--- src/rtl/chess_pkg.sv ---
// Shared definitions for the chess-lab board reader: geometry and FSM state codes.
package chess_pkg;

  localparam int N_LINHAS  = 8;
  localparam int N_COLUNAS = 8;
  localparam int N_QUAD    = N_LINHAS * N_COLUNAS;

  typedef enum logic [3:0] {
    ST_VARRE  = 4'd1,
    ST_AVALIA = 4'd2,
    ST_EMITE  = 4'd3
  } estado_t;

  // Board coordinates leave the reader 1-based (rank 1..8, file 1..8 with 1 = A).
  function automatic logic [3:0] coord(input logic [2:0] indice);
    return {1'b0, indice} + 4'd1;
  endfunction

endpackage

--- src/rtl/leitor_tabuleiro_if.sv ---
// Board-side and game-side signals of the square-sensor reader.
interface leitor_tabuleiro_if;
  import chess_pkg::*;

  logic                 habilita;
  logic [N_COLUNAS-1:0] colunas_in;
  logic [N_LINHAS-1:0]  linhas_out;
  logic [3:0]           jogadaFileira;
  logic [3:0]           jogadaColuna;
  logic                 temJogada;
  logic                 erroMulti;
  logic [3:0]           db_estado;
  logic [2:0]           db_linha;

  // master: the reader itself; slave: the sensor matrix and game logic around it.
  modport master (
    input  habilita, colunas_in,
    output linhas_out, jogadaFileira, jogadaColuna, temJogada, erroMulti,
           db_estado, db_linha
  );

  modport slave (
    output habilita, colunas_in,
    input  linhas_out, jogadaFileira, jogadaColuna, temJogada, erroMulti,
           db_estado, db_linha
  );

endinterface

--- src/rtl/leitor_tabuleiro_codificador_quadrado.sv ---
// Turns the image of newly pressed squares into one square index plus
// single/multiple-press flags.
module codificador_quadrado
  import chess_pkg::*;
(
  input  logic [N_QUAD-1:0] novo,
  output logic [2:0]        linha,
  output logic [2:0]        coluna,
  output logic              unico,
  output logic              multiplo
);

  logic [1:0] cont;
  logic [5:0] idx;

  // Count saturates at 2: only "none / one / more than one" matters downstream.
  always_comb begin
    cont = 2'd0;
    idx  = 6'd0;
    for (int i = 0; i < N_QUAD; i++) begin
      if (novo[i]) begin
        idx = 6'(i);
        if (cont != 2'd2) cont = cont + 2'd1;
      end
    end
  end

  assign linha    = idx[5:3];
  assign coluna   = idx[2:0];
  assign unico    = (cont == 2'd1);
  assign multiplo = (cont == 2'd2);

endmodule

--- src/rtl/leitor_tabuleiro.sv ---
// 8x8 sensor-matrix scanner: row-by-row scan, whole-frame debounce and
// detection of one newly pressed square per accepted frame.
module leitor_tabuleiro
  import chess_pkg::*;
#(
  parameter int SETTLE        = 4,
  parameter int STABLE_FRAMES = 3
) (
  input  logic              clock,
  input  logic              reset,
  leitor_tabuleiro_if.master bus
);

  localparam int SW = $clog2(SETTLE);
  localparam int CW = $clog2(STABLE_FRAMES + 1);
  localparam logic [SW-1:0]       ESPERA_FIM = SW'(SETTLE - 1);
  localparam logic [CW-1:0]       QUADROS    = CW'(STABLE_FRAMES);
  localparam logic [N_LINHAS-1:0] LINHA0     = N_LINHAS'(1);

  estado_t           estado;
  estado_t           proximo;
  logic [2:0]        linha;
  logic [SW-1:0]     espera;
  logic [N_QUAD-1:0] bruto;
  logic [N_QUAD-1:0] ultimo;
  logic [N_QUAD-1:0] aceito;
  logic [CW-1:0]     estaveis;
  logic [CW-1:0]     estaveis_prox;
  logic              base;
  logic [3:0]        fileira;
  logic [3:0]        coluna;

  logic              fim_espera;
  logic              iguais;
  logic              aceita;
  logic              tem;
  logic              erro;
  logic [N_QUAD-1:0] novo;
  logic [2:0]        lin_novo;
  logic [2:0]        col_novo;
  logic              unico;
  logic              multiplo;

  assign fim_espera = (espera == ESPERA_FIM);
  assign iguais     = (bruto == ultimo);
  assign novo       = bruto & ~aceito;

  always_comb begin
    if (!iguais)
      estaveis_prox = CW'(1);
    else if (estaveis == QUADROS)
      estaveis_prox = QUADROS;
    else
      estaveis_prox = estaveis + CW'(1);
  end

  // Acceptance fires only on the frame where the count first reaches the
  // target, so a board held still is reported once, not every frame.
  assign aceita = (estaveis_prox == QUADROS)
               && !(iguais && (estaveis == QUADROS))
               && (bruto != aceito);

  codificador_quadrado u_codificador (
    .novo     (novo),
    .linha    (lin_novo),
    .coluna   (col_novo),
    .unico    (unico),
    .multiplo (multiplo)
  );

  always_ff @(posedge clock) begin
    if (reset) estado <= ST_VARRE;
    else       estado <= proximo;
  end

  always_comb begin
    proximo = estado;
    tem     = 1'b0;
    erro    = 1'b0;
    unique case (estado)
      ST_VARRE: begin
        if (fim_espera && (linha == 3'd7)) proximo = ST_AVALIA;
      end
      ST_AVALIA: begin
        proximo = aceita ? ST_EMITE : ST_VARRE;
      end
      ST_EMITE: begin
        proximo = ST_VARRE;
        tem     = !base && unico    && bus.habilita;
        erro    = !base && multiplo && bus.habilita;
      end
      default: proximo = ST_VARRE;
    endcase
  end

  always_ff @(posedge clock) begin
    if (reset) begin
      linha    <= 3'd0;
      espera   <= '0;
      bruto    <= '0;
      ultimo   <= '0;
      aceito   <= '0;
      estaveis <= '0;
      base     <= 1'b1;
      fileira  <= 4'd0;
      coluna   <= 4'd0;
    end else begin
      unique case (estado)
        ST_VARRE: begin
          // Row index wraps 7 -> 0, so row 0 is already driven during AVALIA/EMITE.
          if (fim_espera) begin
            espera                            <= '0;
            bruto[{linha, 3'b000} +: N_COLUNAS] <= bus.colunas_in;
            linha                             <= linha + 3'd1;
          end else begin
            espera <= espera + SW'(1);
          end
        end
        ST_AVALIA: begin
          estaveis <= estaveis_prox;
          if (!iguais) ultimo <= bruto;
        end
        ST_EMITE: begin
          aceito <= bruto;
          base   <= 1'b0;
          if (tem) begin
            fileira <= coord(lin_novo);
            coluna  <= coord(col_novo);
          end
        end
        default: ;
      endcase
    end
  end

  assign bus.linhas_out    = LINHA0 << linha;
  assign bus.temJogada     = tem;
  assign bus.erroMulti     = erro;
  assign bus.jogadaFileira = tem ? coord(lin_novo) : fileira;
  assign bus.jogadaColuna  = tem ? coord(col_novo) : coluna;
  assign bus.db_estado     = estado;
  assign bus.db_linha      = linha;

endmodule

--- src/flat_wrapper.sv ---
// flat-port wrapper written by rule: the top's interface ports become plain ports
module leitor_tabuleiro_flat import chess_pkg::*;
#(
  parameter int SETTLE        = 4,
  parameter int STABLE_FRAMES = 3
)
  (clock, reset, bus_habilita, bus_colunas_in, bus_linhas_out, bus_jogadaFileira, bus_jogadaColuna, bus_temJogada, bus_erroMulti, bus_db_estado, bus_db_linha);
  leitor_tabuleiro_if bus_i ();
  input  logic clock;
  input  logic reset;
  input wire logic [$bits(bus_i.habilita)-1:0] bus_habilita;
  input wire logic [$bits(bus_i.colunas_in)-1:0] bus_colunas_in;
  output wire logic [$bits(bus_i.linhas_out)-1:0] bus_linhas_out;
  output wire logic [$bits(bus_i.jogadaFileira)-1:0] bus_jogadaFileira;
  output wire logic [$bits(bus_i.jogadaColuna)-1:0] bus_jogadaColuna;
  output wire logic [$bits(bus_i.temJogada)-1:0] bus_temJogada;
  output wire logic [$bits(bus_i.erroMulti)-1:0] bus_erroMulti;
  output wire logic [$bits(bus_i.db_estado)-1:0] bus_db_estado;
  output wire logic [$bits(bus_i.db_linha)-1:0] bus_db_linha;
  assign bus_i.habilita = bus_habilita;
  assign bus_i.colunas_in = bus_colunas_in;
  assign bus_linhas_out = bus_i.linhas_out;
  assign bus_jogadaFileira = bus_i.jogadaFileira;
  assign bus_jogadaColuna = bus_i.jogadaColuna;
  assign bus_temJogada = bus_i.temJogada;
  assign bus_erroMulti = bus_i.erroMulti;
  assign bus_db_estado = bus_i.db_estado;
  assign bus_db_linha = bus_i.db_linha;
  leitor_tabuleiro #(.SETTLE(SETTLE), .STABLE_FRAMES(STABLE_FRAMES)) u_core (.clock(clock), .reset(reset), .bus(bus_i));
endmodule
--- config.mk ---
export PLATFORM = sky130hd
export DESIGN_NAME = leitor_tabuleiro_flat
export DESIGN_NICKNAME = d
export VERILOG_FILES = /design/src/rtl/chess_pkg.sv /design/src/rtl/leitor_tabuleiro_if.sv /design/src/rtl/leitor_tabuleiro_codificador_quadrado.sv /design/src/rtl/leitor_tabuleiro.sv /design/src/flat_wrapper.sv
export SDC_FILE = /design/constraint.sdc
export NUM_CORES = 1
export LEC_CHECK = 0
export ABC_AREA = 0
export CELL_PAD_IN_SITES_DETAIL_PLACEMENT = 1
export CELL_PAD_IN_SITES_GLOBAL_PLACEMENT = 2
export CORE_ASPECT_RATIO = 1.5
export CORE_MARGIN = 5
export CORE_UTILIZATION = 39
export CTS_CLUSTER_SIZE = 28
export DETAILED_ROUTE_END_ITERATION = 6
export PLACE_DENSITY_LB_ADDON = 0.15
export SLEW_MARGIN = 40
export SYNTH_ARGS = -nofsm -noshare
export SYNTH_HDL_FRONTEND = slang
export SYNTH_SLANG_ARGS = --single-unit
--- constraint.sdc ---
create_clock -name clock -period 35.4 [get_ports clock]
set_input_delay 8.85 -clock clock [delete_from_list [all_inputs] [get_ports clock]]
set_output_delay 8.85 -clock clock [all_outputs]
set_load 0.1 [all_outputs]
==> metrics <==
Port Buf Inserts=33; Iter 0 DRT Violations=782; Via density=6.13; Post-Syn Area=20000 um2; CP Launch Type=flop; CP max stage cell=ha_1; status=complete, no violations; DRT Pass-1 Iters=5; TritonCTS buffer count=21; Slew HR=43.6%; main flop type after synthesis=dfxtp_1; r2r worst-path depth=91; hold crit path type=flop to flop; Longest Clk Path Bufs=3; Final Non-Filler Cells=3236; largest net degree at the start of global routing=117; Initial Util=39.4%; Synth Area in Simple Gates=23.2%; syn_area_per_cell=7.86 um2; worst hold path startpoint=u_core.base; diode count=0; Worst R2R End=u_core.coluna[2]; Synth area leader=dfxtp_1; arrival time at the worst endpoint=25.58 ns; later-pin clock latency in the skew report=0.52 ns; minimum clock period=34.43 ns; via count=19846; WL met1=27.3 mm; Max Freq=29.0 MHz; post-route ant nets=0; peak supply drop=0.0315 mV; Crit. End Element=primary output; Worst R2R Start=u_core.bruto[2]; Highest Signal Layer=met4; type of the worst setup path=flop to primary output; number of flops mapped to enable cells by yosys=0; Die X=195 um; met2 routed wirelength=39.8 mm; Core Region=50700 um2; routed len/inst=21.9 um; Hold Path End=u_core.base; power density over cell area=38.3 nW/um2; met3 wire length=1.12 mm; Slew @ Worst Pin=0.838 ns; Final period util=97.3%; Seq/Total Area, Yosys=21.0%; Yosys Warn Count=0; die span in y=287 um; Worst R2R Setup Slack=10.31 ns; # setup viols final=0; largest family of logic cells by synthesized area=compound AO/OA/AOI/OAI gates; H-Tree Depth=1; Clock Skew=0.0113 ns; static leakage=8.47 nW; endpoints failing hold=0; Area growth, synth to finish=13.0%; multiplexer share of the synthesized area=10.5%; Mapped Cells=2542; post-route setup slack=0.971 ns; I/O pin cnt=36; post-synthesis adder-cell area fraction=5.32%; Crit Path Max Fanout=16; Synth top area share=21.0%; final wirelength=70.9 mm; Synth area leaders=dfxtp_1 (21%), mux2i_1 (9.3%), nor2_1 (6.6%), ha_1 (5.3%), xnor2_1 (3.9%); initial antenna violation count=0; synth cell count leaders=nor2_1 (349), dfxtp_1 (210), mux2i_1 (186); post-synthesis xor/xnor area fraction=5.56%; GP Congestion=0.901; Required @ worst endpoint=26.55 ns; Final Max Tran Viols=0; DIE AREA=55900 um2; Residual DRC=0; final design utilization=44.5%; FP Rows=101; Layout Nets=2648; dpl ws=-0.220 ns; crit-path max cell delay=0.59 ns; GRT overflow=0; library cells used by synthesis=143; most frequent cell after synthesis=nor2_1; ratio of cells with drive above 1 in the final layout=15.0%; number of global-route vias before repair=20310; CTS Sinks=210; crit-path most repeated cell=buf_4; share of flip-flops with an asynchronous set or reset=0%; post-detail-place hpwl=54.0 mm; Reg clk slew, reported paths=0.07 ns; CTS tree=built; hold path cells=1; global-route wire length before repair=110 mm; global-route usage over all layers=23.7%; Synth Area in Compound Gates=28.3%; Hold Slack=0.449 ns; Clock Tree Root=clkbuf_16; Cells after DPL=3147; Max-Cap Viols=0; Seq cells post-synth=210
## worst max-delay path by stage
| stage | startpoint | end | cells past startpoint |
|---|---|---|---|
| after floorplan | u_core.bruto[1] | bus_jogadaColuna[0] | 89 |
| after global placement | u_core.bruto[1] | bus_jogadaColuna[3] | 90 |
| after detailed placement | u_core.bruto[1] | bus_jogadaColuna[0] | 91 |
| after CTS | u_core.bruto[1] | bus_jogadaColuna[0] | 91 |
| after global routing | u_core.bruto[2] | bus_jogadaColuna[0] | 91 |
| final | u_core.bruto[2] | bus_jogadaColuna[2] | 91 |
## registers in the layout, summed over array words and instances (netlist names)
name / count
u_core.base: 1
u_core.ultimo: 64
u_core.bruto: 64
u_core.fileira: 4
u_core.estaveis: 2
u_core.coluna: 4
u_core.bus.db_linha: 3
u_core.espera: 2
u_core.bus.db_estado: 2
u_core.aceito: 64
## what timing repair did
item,CTS,global route
hold buffers,0,0
resized for setup,18,125
endpoints found under the hold margin,0,0
pin swaps,2,51
endpoints found under the setup margin,10,10
setup buffers,1,50
## stage by stage
stage / power (mW) / instance area [um2] / setup TNS, ns
2_1_floorplan: 0.491 / 20000 / 0
3_3_place_gp: 0.563 / 20700 / 0
3_5_place_dp: 0.568 / 20600 / -1.28
4_1_cts: 0.832 / 21500 / 0
5_1_grt: 0.906 / 22600 / -1.11
6_report: 0.864 / 22600 / 0
## final cells by class
class | count | area (um2)
Fill cell | 6066 | 28100
Multi-Input combinational cell | 2076 | 15400
Sequential cell | 210 | 4210
Timing Repair Buffer | 112 | 887
Tap cell | 669 | 837
Clock buffer | 27 | 588
Inverter | 131 | 492
Clock inverter | 11 | 190
## kinds of logic after synthesis
| group | Yosys count |
|---|---|
| fa+ha+maj | 85 |
| mux | 204 |
| compound gates | 729 |
| other cells | 1 |
| simple gates | 944 |
| buf+inv | 257 |
| flops | 210 |
| xor+xnor | 112 |
## placed cells by master (no fill, tap or decap), drive strengths merged, types with 17 or more instances in the layout
master / count
nor2: 352
dfxtp: 210
mux2i: 186
nand2: 157
a21oi: 145
inv: 118
o21ai: 118
buf: 103
xnor2: 98
nor3: 93
ha: 85
nand3: 75
nand4: 60
o211ai: 47
a211oi: 42
nor4: 34
a31oi: 33
and2: 32
clkbuf: 27
a21o: 25
or3: 20
or2: 20
nand2b: 19
o31ai: 18
o21a: 18
clkinv: 18
a31o: 18
mux2: 18
a2111oi: 17
## metal layers
metal | GRT usage (%) | up-vias
li1 | - | 9505
met1 | 24.8 | 9913
met5 | 0 | -
met3 | 1.17 | 128
met4 | 7.82 | 0
met2 | 49.3 | 300
## where the power goes
group / switching, mW / total [mW] / internal (mW)
clock network: 0.102 / 0.257 / 0.155
logic: 0.232 / 0.368 / 0.136
registers: 0.00199 / 0.239 / 0.237
total: 0.337 / 0.864 / 0.528
## critical path, delay by kind of cell (launching register included)
family,cells,cell delay [ns]
compound gates,48,12.54
simple gates,17,5.35
xor+xnor,10,2.27
mux,5,1.81
buf+inv,9,1.67
fa+ha+maj,2,0.91
flops,1,0.45
Note: power is estimated with default switching activity, not from simulation.
